## config.mk

```make
export PLATFORM = sky130hd
export DESIGN_NAME = lsu_mem_access
export DESIGN_NICKNAME = d
export VERILOG_FILES = /design/src/rtl/lsu_pkg.sv /design/src/rtl/lsu_store_align.sv /design/src/rtl/lsu_mem_access.sv
export SDC_FILE = /design/constraint.sdc
export NUM_CORES = 1
export LEC_CHECK = 0
export BUFFER_PORTS_ARGS = -buffer_cell sky130_fd_sc_hd__buf_2
export CORE_AREA = 2 2 119 121
export CTS_CLUSTER_DIAMETER = 150
export DETAILED_ROUTE_END_ITERATION = 10
export DIE_AREA = 0 0 121 123
export PLACE_DENSITY = 0.71
export SLEW_MARGIN = 20
export SYNTH_ARGS = -nofsm -noshare
export SYNTH_HDL_FRONTEND = slang
export SYNTH_SLANG_ARGS = --single-unit
```

## constraint.sdc

```tcl
create_clock -name clk -period 1.5 [get_ports clk]
set_clock_uncertainty 0.05 [all_clocks]
set_input_delay 0.225 -clock clk [delete_from_list [all_inputs] [get_ports clk]]
set_output_delay 0.225 -clock clk [all_outputs]
set_load 0.005 [all_outputs]
```

## src/rtl/lsu_pkg.sv

```systemverilog
// Shared definitions for the load/store memory-access stage: RV32I funct3
// encodings, FSM state encoding and the misalignment predicate.
package lsu_pkg;

   localparam logic [2:0] F3_LB  = 3'b000;
   localparam logic [2:0] F3_LH  = 3'b001;
   localparam logic [2:0] F3_LW  = 3'b010;
   localparam logic [2:0] F3_LBU = 3'b100;
   localparam logic [2:0] F3_LHU = 3'b101;
   localparam logic [2:0] F3_SB  = 3'b000;
   localparam logic [2:0] F3_SH  = 3'b001;
   localparam logic [2:0] F3_SW  = 3'b010;

   typedef enum logic [1:0] {
      ST_IDLE = 2'd0,
      ST_REQ  = 2'd1,
      ST_RESP = 2'd2,
      ST_DONE = 2'd3
   } state_t;

   // Byte accesses never trap; halfwords need addr[0]=0; words (including
   // the reserved encodings, which behave as words) need addr[1:0]=0.
   function automatic logic is_misaligned(input logic [2:0] func3,
                                          input logic [1:0] addr_lo);
      case (func3)
         F3_LB, F3_LBU: is_misaligned = 1'b0;
         F3_LH, F3_LHU: is_misaligned = addr_lo[0];
         default:       is_misaligned = (addr_lo != 2'b00);
      endcase
   endfunction

endpackage

```

## src/rtl/lsu_store_align.sv

```systemverilog
// Store lane alignment: turns funct3 and the low address bits into byte
// enables and lane-replicated write data. Purely combinational.
module lsu_store_align
   import lsu_pkg::*;
(
   input  logic [2:0]  func3,
   input  logic [1:0]  addr_lo,
   input  logic [31:0] wdata,
   output logic [3:0]  be,
   output logic [31:0] wdata_rep
);

   // Byte/halfword/word lane selection; reserved encodings fall to word.
   always_comb begin
      // NOTE: every output gets a default first so no path can infer a latch.
      be        = 4'b1111;
      wdata_rep = wdata;
      case (func3)
         F3_SB: begin
            be        = 4'b0001 << addr_lo;
            wdata_rep = {4{wdata[7:0]}};
         end
         F3_SH: begin
            be        = addr_lo[1] ? 4'b1100 : 4'b0011;
            wdata_rep = {2{wdata[15:0]}};
         end
         default: ;
      endcase
   end

endmodule

```

## src/rtl/lsu_mem_access.sv

```systemverilog
// Memory-access stage of the load/store path. Accepts one access, runs a
// req/gnt/rvalid transaction on the data bus and returns lane-aligned
// (unextended) load data with a one-cycle completion pulse.
// Optional feature: define LSU_MISALIGN_TRAP_EN to trap misaligned
// halfword/word accesses without touching the bus.
module lsu_mem_access
   import lsu_pkg::*;
#(
   parameter int AW = 32,
   parameter int DW = 32
) (
   input  logic          clk,
   input  logic          rst_n,
   input  logic          in_valid,
   output logic          in_ready,
   input  logic          in_we,
   input  logic [2:0]    in_func3,
   input  logic [AW-1:0] in_addr,
   input  logic [DW-1:0] in_wdata,
   output logic          dmem_req,
   output logic          dmem_we,
   output logic [AW-1:0] dmem_addr,
   output logic [3:0]    dmem_be,
   output logic [DW-1:0] dmem_wdata,
   input  logic          dmem_gnt,
   input  logic          dmem_rvalid,
   input  logic [DW-1:0] dmem_rdata,
   output logic          out_valid,
   output logic [DW-1:0] out_ld_data,
   output logic [2:0]    out_func3,
   output logic          out_misalign,
   output logic          stall
);

   state_t        state;
   logic          we_q;
   logic [2:0]    func3_q;
   logic [1:0]    addr_lo_q;
   logic          accept;
   logic          trap;
   logic [3:0]    be_n;
   logic [DW-1:0] wdata_n;

   lsu_store_align u_store_align (
      .func3     (in_func3),
      .addr_lo   (in_addr[1:0]),
      .wdata     (in_wdata),
      .be        (be_n),
      .wdata_rep (wdata_n)
   );

   assign in_ready  = (state == ST_IDLE);
   assign accept    = in_valid && in_ready;
   assign stall     = (state != ST_IDLE) || accept;
   assign out_func3 = func3_q;

`ifdef LSU_MISALIGN_TRAP_EN
   assign trap = is_misaligned(in_func3, in_addr[1:0]);
`else
   // Without the trap feature nothing is ever flagged, so out_misalign stays 0.
   assign trap = 1'b0;
`endif

   // Transaction FSM; bus fields are latched at acceptance so they stay
   // stable for the whole request regardless of upstream changes.
   // NOTE: state uses non-blocking assignments, and the async reset clears
   // every register so dmem_req drops the moment rst_n falls.
   always_ff @(posedge clk or negedge rst_n) begin
      if (!rst_n) begin
         state        <= ST_IDLE;
         we_q         <= 1'b0;
         func3_q      <= 3'b000;
         addr_lo_q    <= 2'b00;
         dmem_req     <= 1'b0;
         dmem_we      <= 1'b0;
         dmem_addr    <= '0;
         dmem_be      <= 4'b0000;
         dmem_wdata   <= '0;
         out_valid    <= 1'b0;
         out_ld_data  <= '0;
         out_misalign <= 1'b0;
      end else begin
         out_valid <= 1'b0;
         case (state)
            ST_IDLE: begin
               if (accept) begin
                  we_q         <= in_we;
                  func3_q      <= in_func3;
                  addr_lo_q    <= in_addr[1:0];
                  dmem_we      <= in_we;
                  dmem_addr    <= {in_addr[AW-1:2], 2'b00};
                  dmem_be      <= in_we ? be_n : 4'b1111;
                  dmem_wdata   <= in_we ? wdata_n : '0;
                  out_misalign <= trap;
                  if (trap) begin
                     out_ld_data <= '0;
                     out_valid   <= 1'b1;
                     state       <= ST_DONE;
                  end else begin
                     dmem_req <= 1'b1;
                     state    <= ST_REQ;
                  end
               end
            end
            ST_REQ: begin
               if (dmem_gnt) begin
                  dmem_req <= 1'b0;
                  state    <= ST_RESP;
               end
            end
            ST_RESP: begin
               if (dmem_rvalid) begin
                  out_ld_data <= we_q ? '0 : (dmem_rdata >> {addr_lo_q, 3'b000});
                  out_valid   <= 1'b1;
                  state       <= ST_DONE;
               end
            end
            ST_DONE: begin
               state <= ST_IDLE;
            end
         endcase
      end
   end

endmodule

```

Word-level counts from Yosys, hierarchy flattened. Index checks and enable logic that the tools add are counted. Widths: inputs -> output; s select.

Input bits: 105. Bits in registers: 108. Logic and storage cells: 44. Output and inout port bits: 109.

Mux-type cells: 15. Shifts and indexed selects: 2. Reductions and logical operators: 10. Equality and inequality tests: 7.

Operators with widths (count): $mux 32 (2); $pmux 32 s2 (1); $shr 32x5->32 (1); $mux 4 (2); $pmux 2 s4 (1); $pmux 4 s2 (1); $mux 2 (3); $reduce_and 3->1 (2); $eq 2x2->1 const B (2); $mux 1 (4); $ne 2x2->1 const B (2); $reduce_and 2->1 (2); $reduce_bool 2->1 (2); $shl 1x2->4 const A (1); $eq 3x1->1 const B (1); $logic_not 3->1 (1); $eq 2x1->1 const B (1); $logic_not 2->1 (1); $ne 2x1->1 const B (1); $pmux 1 s2 (1); $logic_and 1x1->1 (1); $logic_or 1x1->1 (1).

Longest topological paths before layout.
Depth in word-level cells: 4. Mapped depth: 7. Mapped depth without buffers: 5.

By module. Synthesis repeated with hierarchy kept, for this count alone.

Cells, all modules: 456. Area total of the unflattened synthesis: 5148.7 um^2.

Modules (own cells, without submodules): lsu_mem_access (times used 1, sequential area each 2702.6 um^2, area each 4634.4 um^2, cells an instance 393); lsu_store_align (times used 1, sequential area each 0.0 um^2, area each 514.2 um^2, cells an instance 63).

Worst setup path before layout. No wires, ideal clock.

Path type: reg2reg. Start: reg state[0]. End: reg state[1]. Slack: 0.021 ns. Stages on the path, launching flop included: 6. Period minus slack after synthesis: 1.479 ns. Required time: 1.323 ns. Arrival: 1.301 ns. Cell sequence: dfrtp_1 inv_1 ha_1 nand2b_1 o221a_2 mux2_1.

Cells in the longest elaborated chain, start to end: 4. Elaborated cells between the ends (all ways): 10. Classes of those cells: 6 x eq/ne; 1 x mux; 3 x reduce/logical.

Ends and longest elaborated chain: start, declared (RTL line lsu_mem_access.sv:35) `state_t state;`; start signal, assigned (RTL line lsu_mem_access.sv:70) `state <= ST_IDLE;`; start signal, assigned (RTL line lsu_mem_access.sv:98) `state <= ST_DONE;`; start signal, assigned (RTL line lsu_mem_access.sv:101) `state <= ST_REQ;`; $logic_not 2->1 * (RTL line lsu_mem_access.sv:52) `assign in_ready = (state == ST_IDLE);`; via in_ready (RTL line lsu_mem_access.sv:15) `output logic in_ready,`; $logic_and 1x1->1 (RTL line lsu_mem_access.sv:53) `assign accept = in_valid && in_ready;`; $ne 2x1->1 (no source line); $reduce_and 3->1 (no source line).

The timed path passes the listed nets; every way through them passes the cells marked *. A chain may end at the register's enable or synchronous reset.

Worst setup path in the final report.
Start: reg state[1]. End: reg state[1].

Cells in the longest elaborated chain, start to end: 4. Elaborated cells between the ends (all ways): 10. Classes of those cells: 6 x eq/ne; 1 x mux; 3 x reduce/logical.

Ends and longest elaborated chain (RTL line): $logic_not 2->1 (lsu_mem_access.sv:52, lsu_mem_access.sv:84); $logic_and 1x1->1 (lsu_mem_access.sv:53); $ne 2x1->1 (no source line); $reduce_and 3->1 (no source line).

Several ways; a longest one is shown, not always the timed one.

==> impl_metrics.json <==
{
  "clock-sinks": 108,
  "drtAntennaViolNets": 0,
  "cp-endpoint": "state[1]",
  "grt_pass1_wl_um": 22800,
  "yosysSeqAreaShare": 0.543,
  "antenna_found_initial": 1,
  "postLayoutCoreUtil": 0.516,
  "slew_violations": 0,
  "cts_buffers": 9,
  "syn_area_per_cell_um2": 10.3,
  "core_area_um2": 13600,
  "p_leak_nw": 3.74,
  "yosys.area.top_type_share": 0.543,
  "powerDensity_nw_per_um2": 1820,
  "htreeDepth": 3,
  "synthCells": 485,
  "drt_pass1_iterations": 4,
  "yosys_warnings": 0,
  "cpMostUsedCell": "inv_2",
  "place_inst": 871,
  "final_cell_mix": "buf_2 (208), nand2_1 (153), dfrtp_1 (107), mux2i_1 (39)",
  "outcome": "complete, but fails checks",
  "clockPowerShare": 0.191,
  "cp_slowest_cell": "dfrtp_1",
  "dieArea_um2": 14900,
  "finalWorstSetupSlack_ps": -5.36,
  "r2r_slack_ps": -5,
  "layout_commonest_cell": "buf_2",
  "critPathRequiredTime_ps": 1690,
  "io_pins": 214,
  "cp_cell_sequence": "inv_2 > buf_6 > ha_4 > inv_2 > o221a_4 > mux2_4",
  "clk_latency_ps": 350,
  "min_period_ps": 1510,
  "layout-drive-gt1-share": 0.404,
  "rsz0062_at_grt": "true",
  "synth.area.top_cells": "dfrtp_1 (54%), nand2_1 (12%), mux2i_1 (8.6%), a22o_1 (4.2%), o21ai_1 (2.5%)",
  "fin_crit_sh": 1.00,
  "yosysTopAreaCell": "dfrtp_1",
  "seqPwrFrac": 0.380,
  "num_antenna_cells": 0,
  "grtUsageTotal": 0.199,
  "internal_power_mw": 8.24,
  "gp_congestion": 0.776,
  "maxCapViolations": 0,
  "cp-start-kind": "flop",
  "grt_max_degree": 36,
  "worst_setup_path_end_kind": "flop",
  "critPathLaunch": "state[1]",
  "clkTransAtPathRegs_ps": 80,
  "row_count": 43,
  "wl_per_cell_um": 16.8,
  "root_buffer": "clkbuf_16",
  "p_sw_frac": 0.354,
  "rr_endpoint": "state[1]",
  "violations": "negative setup slack",
  "fmax_mhz": 664,
  "reg2reg_depth": 6,
  "nets": 835,
  "syn2layout_area_growth_pct": 41.1,
  "cp.depth": 6,
  "p_switching_mw": 4.52,
  "cts.path.max_buffers": 2,
  "routed_wl_um": 15300,
  "place_area_um2": 6340,
  "synth.cell_area_um2": 4980,
  "ys_types": 38,
  "critPathMaxFanout": 2,
  "cts_tree": "built",
  "combPwrFrac": 0.429,
  "die_h_um": 123,
  "vias_per_cell": 4.96,
  "dp.final_hpwl_um": 11100,
  "design_area_um2": 7020,
  "num_vias": 4519,
  "start_util": 0.366,
  "fp.dieW_um": 121,
  "drtIter0Drc": 236,
  "vdd_drop_max_uv": 749,
  "cp_top_family": "flip-flops",
  "worstReg2RegStart": "state[1]",
  "setup_viol": 1,
  "timing_worst_setup_path_type": "reg2reg",
  "cpPeakStageDelay_ps": 400,
  "hold_class": "in2reg",
  "first_global_vias": 4302,
  "grt-ovfl-total": 0,
  "hold_violations": 0,
  "drc_errors": 0,
  "path_buf_inv": 3,
  "final_cells": 911,
  "cp.arrival_ps": 1690,
  "numPortBuffers": 210,
  "synth-seq-cells": 108
}
==> final cells by class <==
class | count | area (µm²)
sequential | 108 | 2700
clock inverter | 6 | 68.8
inverter | 7 | 26.3
tap | 180 | 225
timing repair buffer | 264 | 1680
clock buffer | 10 | 229
multi-input combinational | 336 | 2090
fill | 1274 | 6590
==> through the flow <==
step | TNS, ps | total power [mW] | hold slack (ps) | worst slack (ps)
floorplan | 0 | 7.46 | -121 | 21.1
global placement | -1120 | 9.64 | 118 | -66.2
detailed placement | -2110 | 9.77 | 119 | -118
CTS | -14.4 | 12.6 | 0.231 | -14.4
global route | -205 | 13.7 | 9.86 | -56.6
finish | -5.36 | 12.8 | 16.1 | -5.36
==> worst min-delay path by stage <==
stage / startpoint / endpoint / slack (ps) / depth (start not counted)
floorplan: rst_n / addr_lo_q[0] / -120 / 0
global placement: rst_n / out_ld_data[30] / 120 / 1
detailed placement: rst_n / out_ld_data[30] / 120 / 1
CTS: in_addr[3] / dmem_addr[3] / 0.2 / 3
global route: in_addr[16] / dmem_addr[16] / 10 / 3
finish: in_addr[3] / dmem_addr[3] / 20 / 3
==> per-layer routing <==
layer  vias up  share of wire  global-route usage  wire, µm
li1       2157              -                   -         -
met1      2161           0.40               0.248      6210
met2       181           0.49               0.332      7540
met3        18          0.090              0.0641      1390
met4         2          0.012              0.0538       187
met5         -        0.00085                   0        13
==> state kept, by name, summed over array words and instances (netlist names) <==
name,count
we_q,1
out_valid,1
out_func3,3
addr_lo_q,2
dmem_addr,30
dmem_wdata,32
dmem_be,4
out_ld_data,32
dmem_req,1
state,2
==> synth_stat cells (all sizes together) <==
| cell | instances |
|---|---|
| o2bb2ai | 1 |
| mux2i | 43 |
| o21bai | 1 |
| a22o | 24 |
| nand2b | 1 |
| o21ai | 39 |
| clkbuf | 14 |
| inv | 7 |
| conb | 1 |
| o211ai | 5 |
| buf | 23 |
| mux2 | 1 |
| ha | 4 |
| or4b | 8 |
| a21oi | 4 |
| nand2 | 155 |
| o221a | 1 |
| nand3 | 9 |
| nand4 | 5 |
| and2 | 1 |
| nor2 | 8 |
| or2 | 1 |
| nand4bb | 1 |
| o32a | 2 |
| dfrtp | 108 |
| or3 | 1 |
| nand3b | 7 |
| o221ai | 8 |
| nor3 | 1 |
| o22ai | 1 |
==> cells by family (layout without fill, tap and decap cells) <==
kind of cell,count (synthesis),after routing,synth area share
AO/OA/AOI/OAI,86,86,0.123
adder cells (fa/ha/maj),4,4,0.0101
buffers and inverters,44,287,0.0568
flip-flops,108,108,0.543
multiplexers,44,44,0.0887
other,1,3,0.000753
AND/OR/NAND/NOR,198,199,0.178
==> worst register-to-register path, cell delays in order, from the launching register on <==
cell and delay (ps):
dfrtp_1 400, inv_2 90, buf_6 110, ha_4 120, inv_2 40, o221a_4 290
mux2_4 290
==> timing repair <==
item | in CTS | in global routing
pin swaps | 2 | 6
cloned | 0 | 3
hold endpoints to repair | 33 | 0
hold buffers | 12 | 0
setup buffers | 5 | 6
gates resized for setup | 19 | 9
setup endpoints to repair | 75 | 36
==> power groups by stage <==
| stage | sequential [mW] | combinational (mW) | clock [mW] |
|---|---|---|---|
| detailed placement | 4.84 | 4.93 | 0 |
| global route | 5.00 | 6.05 | 2.63 |
| floorplan | 4.90 | 2.55 | 0 |
| global placement | 4.84 | 4.79 | 0 |
| CTS | 4.84 | 5.20 | 2.51 |
| finish | 4.85 | 5.47 | 2.43 |
No activity file was read; power rests on OpenSTA's default activity.
